$ cat config.mk
export PLATFORM = sky130hd
export DESIGN_NAME = pipelined_datapath
export DESIGN_NICKNAME = d
export VERILOG_FILES = /design/src/rtl/pipelined_datapath.sv
export SDC_FILE = /design/constraint.sdc
export NUM_CORES = 2
export LEC_CHECK = 0
export ABC_CLOCK_PERIOD_IN_PS = 12600
export BUFFER_PORTS_ARGS = -buffer_cell sky130_fd_sc_hd__clkbuf_2
export CAP_MARGIN = 20
export CORE_ASPECT_RATIO = 1.5
export CORE_UTILIZATION = 65
export CTS_CLUSTER_SIZE = 20
export DETAILED_ROUTE_END_ITERATION = 16
export PLACE_DENSITY_LB_ADDON = 0.12
export SLEW_MARGIN = 25
export SYNTH_ARGS = -nofsm -noshare
export SYNTH_HDL_FRONTEND = slang
export SYNTH_SLANG_ARGS = --single-unit
$ cat constraint.sdc
create_clock -name clk -period 12.6 [get_ports clk]
set_clock_uncertainty 0.15 [all_clocks]
set_input_delay 2.52 -clock clk [delete_from_list [all_inputs] [get_ports clk]]
set_output_delay 2.52 -clock clk [all_outputs]
set_load 0.03 [all_outputs]
$ cat src/rtl/pipelined_datapath.sv
// rtl/pipelined_datapath.sv - two-stage EX/WB integer datapath with forwarding and load stall
module pipelined_datapath #(
    parameter int WIDTH        = 32,
    parameter int ADRX_W       = 5,
    parameter int IMM_W        = 16,
    parameter int MEM_W        = 16,
    parameter int SIGN_EXT_IMM = 0
) (
    input  logic              clk,
    input  logic              rst_n,
    input  logic              inValid,
    output logic              inReady,
    input  logic [IMM_W-1:0]  immediate,
    input  logic [ADRX_W-1:0] rfRdAdrx0,
    input  logic [ADRX_W-1:0] rfRdAdrx1,
    input  logic [ADRX_W-1:0] rfWrAdrx,
    input  logic [2:0]        aluCtl,
    input  logic              rfWriteEn,
    input  logic              aluBusBSel,
    input  logic              dmemResultSel,
    input  logic              regDest,
    input  logic              flagWriteEn,
    input  logic [MEM_W-1:0]  dmemOutput,
    input  logic              dmemReady,
    output logic              dmemReq,
    output logic [WIDTH-1:0]  dmemAdrx,
    output logic [MEM_W-1:0]  dmemDataIn,
    output logic              cFlag,
    output logic              nFlag,
    output logic              vFlag,
    output logic              zFlag,
    output logic              wbValid
);
    localparam int SH_W  = $clog2(WIDTH);
    localparam int DEPTH = 1 << ADRX_W;

    typedef enum logic [1:0] {IDLE, ALU_WB, LOAD_WAIT} wb_state_t;

    wb_state_t         state, state_next;
    logic [WIDTH-1:0]  rf [DEPTH];
    logic [ADRX_W-1:0] wb_dst;
    logic              wb_we;

    logic              accept;
    logic              wb_free;
    logic              rf_we;
    logic [WIDTH-1:0]  rf_wdata;
    logic [WIDTH-1:0]  load_ext;
    logic [WIDTH-1:0]  imm_ext;
    logic [WIDTH-1:0]  reg_a, reg_b, op_b;
    logic [WIDTH-1:0]  alu_res;
    logic [WIDTH:0]    sum;
    logic              alu_c, alu_v;

    // WB can take a new instruction unless a load is still waiting on memory
    assign wb_free  = (state != LOAD_WAIT) || dmemReady;
    assign inReady  = wb_free;
    assign accept   = inValid && inReady;
    assign dmemReq  = (state == LOAD_WAIT);

    assign load_ext = WIDTH'($signed(dmemOutput));
    assign imm_ext  = (SIGN_EXT_IMM != 0) ? WIDTH'($signed(immediate)) : WIDTH'(immediate);

    // Register-file write happens on the cycle the WB instruction retires
    assign rf_we    = wb_we && ((state == ALU_WB) || ((state == LOAD_WAIT) && dmemReady));
    assign rf_wdata = (state == LOAD_WAIT) ? load_ext : dmemAdrx;

    // Retiring value bypasses the array; this is both forwarding and write-first reads
    assign reg_a = (rf_we && (wb_dst == rfRdAdrx0)) ? rf_wdata : rf[rfRdAdrx0];
    assign reg_b = (rf_we && (wb_dst == rfRdAdrx1)) ? rf_wdata : rf[rfRdAdrx1];
    assign op_b  = aluBusBSel ? imm_ext : reg_b;

    // ALU with carry/overflow only meaningful for add and subtract
    always_comb begin
        alu_res = '0;
        alu_c   = 1'b0;
        alu_v   = 1'b0;
        sum     = '0;
        case (aluCtl)
            3'b000: begin
                sum     = {1'b0, reg_a} + {1'b0, op_b};
                alu_res = sum[WIDTH-1:0];
                alu_c   = sum[WIDTH];
                alu_v   = (reg_a[WIDTH-1] == op_b[WIDTH-1]) && (alu_res[WIDTH-1] != reg_a[WIDTH-1]);
            end
            3'b001: begin
                sum     = {1'b0, reg_a} + {1'b0, ~op_b} + {{WIDTH{1'b0}}, 1'b1};
                alu_res = sum[WIDTH-1:0];
                alu_c   = sum[WIDTH];
                alu_v   = (reg_a[WIDTH-1] != op_b[WIDTH-1]) && (alu_res[WIDTH-1] != reg_a[WIDTH-1]);
            end
            3'b010:  alu_res = reg_a & op_b;
            3'b011:  alu_res = reg_a | op_b;
            3'b100:  alu_res = reg_a ^ op_b;
            3'b101:  alu_res = WIDTH'($signed(reg_a) < $signed(op_b));
            3'b110:  alu_res = reg_a << op_b[SH_W-1:0];
            default: alu_res = op_b;
        endcase
    end

    // WB stage next state: retire current instruction, then take the accepted one
    always_comb begin
        state_next = state;
        if (wb_free) begin
            if (accept) begin
                state_next = dmemResultSel ? LOAD_WAIT : ALU_WB;
            end else begin
                state_next = IDLE;
            end
        end
    end

    // WB pipeline register, flags and retire strobe
    always_ff @(posedge clk or negedge rst_n) begin
        if (!rst_n) begin
            state      <= IDLE;
            dmemAdrx   <= '0;
            dmemDataIn <= '0;
            wb_dst     <= '0;
            wb_we      <= 1'b0;
            cFlag      <= 1'b0;
            nFlag      <= 1'b0;
            vFlag      <= 1'b0;
            zFlag      <= 1'b0;
            wbValid    <= 1'b0;
        end else begin
            state   <= state_next;
            wbValid <= rf_we;
            if (accept) begin
                dmemAdrx   <= alu_res;
                dmemDataIn <= reg_b[MEM_W-1:0];
                wb_dst     <= regDest ? rfWrAdrx : rfRdAdrx1;
                wb_we      <= rfWriteEn;
                if (flagWriteEn) begin
                    cFlag <= alu_c;
                    nFlag <= alu_res[WIDTH-1];
                    vFlag <= alu_v;
                    zFlag <= (alu_res == '0);
                end
            end
        end
    end

    // Register file; reset wipes it, so a load interrupted by reset never lands
    always_ff @(posedge clk or negedge rst_n) begin
        if (!rst_n) begin
            for (int i = 0; i < DEPTH; i++) begin
                rf[i] <= '0;
            end
        end else if (rf_we) begin
            rf[wb_dst] <= rf_wdata;
        end
    end
endmodule
Word-level counts from Yosys, hierarchy flattened
Index checks and enable logic that the tools add are counted.
Widths: inputs -> output; s select.

cells by class
  $add $sub $neg = 3
  order comparisons = 5
  eq/ne operators = 15
  shift-type cells = 1
  multiplexer cells = 19
  bitwise gates (word level) = 7
  reduce and logical (&&, ||, !) cells = 13

operators with widths
  kind                   count
  $bwmux 1024            1
  $bmux 32 s5            2
  $mux 32                9
  $pmux 32 s7            1
  $demux 32 s5           1
  $add 32x32->33         2
  $add 33x1->33 const B  1
  $and 32x32->32         1
  $logic_not 32->1       1
  $lt 32x32->1           1
  $not 32->32            1
  $or 32x32->32          1
  $shl 32x5->32          1
  $xor 32x32->32         1
  $ge 6x6->1 const B     3
  $not 5->6              3
  $eq 5x5->1             2
  $eq 3x3->1 const B     3
  $logic_and 1x1->1      8
  $eq 3x2->1 const B     2
  $lt 6x1->1 const B     1
  $mux 5                 1
  $mux 2                 2
  $pmux 1 s2             2
  9 further kinds        12

word-level totals
  bits in registers = 1085
  input port bits = 59
  output and inout port bits = 55
  logic and storage cells = 105

Logic depth before layout (Yosys ltp)
  depth in word-level cells = 13
  depth in mapped cells = 31
  mapped depth without buffers = 23

Least setup slack after synthesis
OpenSTA, ideal clock, no wires.

  kind = input to register
  from = in rfRdAdrx1[2]
  to = reg zFlag
  setup time = 0.104 ns
  arrival time = 8.827 ns
  data required time = 12.346 ns
  slack = 3.520 ns
  stages on the path = 24
  buffers on the path = 5
  cells stage by stage = buf_4 -> buf_2 -> buf_1 -> buf_1 -> mux4_2 -> mux2_2 -> o21ai_1 -> nor2_1 -> a21oi_1 -> ha_1 -> clkbuf_1 -> or3_1 -> a2111oi_0 -> o21ai_0 -> a21oi_1 -> a31o_2 -> o311ai_0 -> xnor2_1 -> nor2_1 -> o32a_1 -> a2111oi_2 -> nand4_1 -> or4b_1 -> o41ai_2

on the way
  word-level cells in the longest chain between the ends = 11
  elaborated cells on any way between the ends = 19
  those cells by class = 3 x add/sub; 1 x order compare; 1 x eq/ne; 1 x shift; 6 x mux; 5 x bitwise; 2 x reduce/logical

RTL lines
  what                                         line  source
  start: declaration                           15    input logic [ADRX_W-1:0] rfRdAdrx1,
  $not 5->6 (implied by the code)              70    assign reg_b = (rf_we && (wb_dst == rfRdAdrx1)) ? rf_wdata : rf[rfRdAdrx1];
  $bmux 32 s5                                  70
  $mux 32 (implied by the code) (2 in series)  70
  $mux 32 (*)                                  70
  $mux 32 (*)                                  71    assign op_b = aluBusBSel ? imm_ext : reg_b;
  $not 32->32                                  87    sum = {1'b0, reg_a} + {1'b0, ~op_b} + {{WIDTH{1'b0}}, 1'b1};
  $add 32x32->33                               87
  $add 33x1->33                                87
  $pmux 32 s7 (*)                              79    case (aluCtl)
  $logic_not 32->1 (*)                         138   zFlag <= (alu_res == '0);
  end signal: assignment                       138
  end: declaration                             31    output logic zFlag,

Every way passes the cells marked *; elsewhere a longest branch is shown, timed or not. The select of a mux whose other input is x is not followed.
A chain may end at the register's enable or synchronous reset.

Worst setup path in the final report
  from = in rfRdAdrx1[0]
  to = reg zFlag

The elaborated chain is that of the path after synthesis.

==> results.toml <==
[timing]
slew_headroom_pct = 23.37
slew_violations = 0
rsz0062_at_grt = "false"
finalSetupViolCount = 0
hold_violations = 0
layout_setup_ws_ns = 2.187
tns_ns = 0
period_minus_slack_ns = 10.41
tightest_slew_ns = 1.149
min_period_over_period_pct = 82.65
max_freq_mhz = 96.03

[grt]
grt-busiest-layer = "met2"
grt_use_met3_pct = 12.11
grt_max_degree = 180
grt_util_met1_pct = 57.86
grt_use_met2_pct = 72.63
grtUsageTotal_pct = 47.11
antenna_found_initial = 5
grt.overflow.total = 0
grt_pass1_vias = 54047
grt_pass1_wl_um = 342000

[setup_path]
cp_data_arrival_time_ns = 10.91
reg2reg_slack_ns = 3.65
crit_fanout = 74
end_kind = "flop"
setup.worst_path.class = "in2reg"
startpoint = "rfRdAdrx1[0]"
crit-reg2reg-launch = "state[1]$_DFFE_PN0N_"
cp-start-kind = "primary input"
crit_chain = "buf_8 > buf_4 > mux4_2 > mux4_2 > mux2i_1 > mux2i_1 > mux2_2 > inv_1 > ha_1 > nor2b_1 > a2111oi_0 > o211ai_1 > a211oi_1 > o211ai_1 > a311oi_1 > xnor2_1 > nor2_1 > o31ai_1 > o2111ai_1 > nor4_1 > nand4_1 > or4b_1 > o41ai_2"
slowest_delay_ns = 0.81
crit_slowest_cell = "a2111oi_0"
critPathBufInv = 3
cp.required_ns = 13.10
cpLargestDelayFamily = "compound AO/OA/AOI/OAI gates"

[die]
die_w_um = 256.9
die_h_um = 384.3
num_rows = 139
die_area_sq_um = 98740
initial_core_util_pct = 65.87
ioPinCount = 114
core-area_sq_um = 96180

[clock_network]
cts_tree = "yes"
cts_buffers = 104
cts_resized = 0
htreeDepth = 3
cts_hold_buf = 0
cts_buffer_depth = 3
cts_setup_buffers = 0
clkLatencyLatePin_ns = 0.75
root_buffer = "clkbuf_16"
clk_pin_slew_worst_paths_ns = 0.08
cts.sinks = 1085

[yosys]
syn_area_sq_um = 63350
synth.distinct_cells = 95
synth-edff-count = 0
syn_avg_cell_area_sq_um = 9.996
synth-seq-cells = 1085
synth_cells = 6337
yosys_most_used_dff = "dfrtp_1"
ys_seq_area_share_pct = 42.86
synth.net_count = 6495
yosysWarnings = 0
async_reset_ff_share_pct = 100.0

[min_path]
min-delay-start = "dmemDataIn[0]$_DFFE_PN0P_"
min_path_type = "reg2reg"

[power_and_ir_drop]
switching_share_pct = 35.47
ir_drop_v = 0.0001374
p_int_w = 0.007469
p_switching_w = 0.004106
power.density_nw_per_um2 = 168.7
power_leakage_nw = 30.44
seq_power_share_pct = 41.9
pwr-share-comb_pct = 29.7
clock_power_share_pct = 28.4

[placement]
pre_cts_ws_ns = 1.760
dpl.hpwl_um = 147000
io_buffers = 113
place_congestion = 1.041

[route]
wl_um = 231000
ant_nets = 0
viasPerCell = 7.231
drcViolationCount = 0
drtIter0Drc = 7358
wire_per_inst_um = 30.86
dr_total_vias = 54147
dr.pass1.iters = 7

[outcome]
status = "finished, final reports clean"

[flow_run]
drv_cap = 0

[final_layout]
nFillCells = 6984
layout-drive-gt1-share_pct = 16.57
fin_nets = 6291
area_growth_pct = 8.319
-- flip-flops by register name, summed over array words and instances (netlist names) --
name / count
cFlag: 1
rf: 1024
wb_we: 1
nFlag: 1
dmemDataIn: 16
state: 2
vFlag: 1
wbValid: 1
wb_dst: 5
dmemAdrx: 32
zFlag: 1
-- power by group through the flow --
stage | clock network (W) | logic (W) | registers (W)
finish | 0.00329 | 0.00343 | 0.00485
global route | 0.00342 | 0.00368 | 0.00491
CTS | 0.00329 | 0.00335 | 0.00481
detailed placement | 0 | 0.00333 | 0.00486
global placement | 0 | 0.00326 | 0.00481
floorplan | 0 | 0.00233 | 0.00472
-- worst paths after layout --
path / to / depth (start not counted)
max: zFlag$_DFFE_PN0P_ / 23
min: dmemDataIn[0]$_DFFE_PN0P_ / 2
max reg2reg: zFlag$_DFFE_PN0P_ / 25
min reg2reg: dmemDataIn[0]$_DFFE_PN0P_ / 2
max in group asynchronous: rf[461]$_DFFE_PN0P_ / 4
min in group asynchronous: rf[596]$_DFFE_PN0P_ / 1
-- final cells by class --
cell class	count	area (sq um)	area share, %
Antenna cell	2	5.005	0.007294
Clock buffer	144	2955	4.307
Clock inverter	46	555.5	0.8096
Inverter	103	400.4	0.5835
Multi-Input combinational cell	4555	33780	49.23
Sequential cell	1085	27150	39.57
Tap cell	1269	1588	2.314
Timing Repair Buffer	284	2183	3.182
-- cells in the final DEF, fill, tap and decap left out, types with 74 or more instances in the layout --
master / n
dfrtp_1: 1085
nor2_1: 845
a21oi_1: 822
nand2_1: 581
o21ai_0: 474
mux2i_1: 421
mux4_2: 413
a22oi_1: 189
buf_4: 155
clkbuf_16: 106
clkbuf_2: 104
ha_1: 97
inv_1: 94
nand3_1: 74
-- Yosys cell counts (6+ instances only) --
master    count  share of area (%)
ha_1         97                1.9
nor3_1       31               0.24
nand2_1     591                3.5
o22ai_1      30               0.30
a22o_1       13               0.18
or2_2         8              0.079
o21ai_0     474                3.7
and2_1       10              0.099
a21o_1       11               0.13
and3_1        8              0.079
o221ai_1      9               0.12
nor2_1      866                5.1
or3_1        10              0.099
buf_2        60               0.47
dfrtp_1    1085                 43
o31ai_1      17               0.20
a22oi_1     189                2.2
nor4_1       13               0.13
nor2b_1      32               0.32
clkbuf_1    455                2.7
inv_1        94               0.56
nand3_1      75               0.59
o311ai_0      7              0.097
nand4_1      25               0.25
mux2_2       39               0.69
o21bai_1     11               0.13
a21oi_1     840                6.6
xnor2_1      28               0.39
a31oi_1      21               0.21
o21a_1       15               0.18
a311oi_1      6              0.083
a211oi_1     33               0.39
o211ai_1     23               0.27
buf_6        19               0.34
nand2b_1     18               0.18
mux2i_1     436                6.9
a211o_1      11               0.15
mux4_2      413                 15
a221oi_1     20               0.28
a41oi_1       7              0.097
buf_4        21               0.25
buf_1        36               0.21
-- kinds of logic (layout without fill, tap and decap cells) --
family | count (synthesis) | after routing | synth area share [%]
mux | 888 | 888 | 22.27
compound gates | 1817 | 1817 | 16.64
simple gates | 1718 | 1718 | 11.11
fa+ha+maj | 99 | 99 | 1.979
flops | 1085 | 1085 | 42.86
xor+xnor | 33 | 33 | 0.4563
buf+inv | 697 | 577 | 4.689
other cells | 0 | 2 | 0
-- per-stage QoR --
step / hold slack, ns / std cells / util, % / total power, W / cell area, sq um
floorplan: 0.2922 / 6337 / - / 0.007048 / 63350
global placement: 0.3115 / 7287 / 67.40 / 0.008070 / 64820
detailed placement: 0.3127 / 7288 / 67.47 / 0.008196 / 64890
CTS: 0.3337 / 7478 / 71.12 / 0.01145 / 68400
global route: 0.3496 / 7487 / 71.34 / 0.01201 / 68610
finish: 0.3324 / 7488 / 71.35 / 0.01157 / 68620
-- metal layers --
layer	wire length [um]	vias to the layer above	part of all wire, %
met3	26430	1022	11
met5	30	-	0.013
met1	80320	26760	35
met2	105900	3804	46
met4	18330	4	7.9
li1	-	22557	-
-- worst register-to-register path: stages (launching register included) --
cell       delay [ns]
dfrtp_1          0.42
nand2b_4         0.68
mux2i_2          0.32
buf_4            0.41
nor2_1           0.08
a22o_1           0.23
a21oi_2          0.10
buf_4            0.28
clkinv_2         0.51
ha_1             0.45
inv_1            0.12
fa_1             0.22
o21bai_1         0.11
a2111oi_0        0.80
o211ai_1         0.34
a211oi_1         0.52
o211ai_1         0.15
a311oi_1         0.44
xnor2_1          0.18
nor2_1           0.05
o31ai_1          0.31
o2111ai_1        0.16
nor4_1           0.68
nand4_1          0.29
or4b_1           0.57
o41ai_2          0.28
Power figures use the tool's default switching activity.
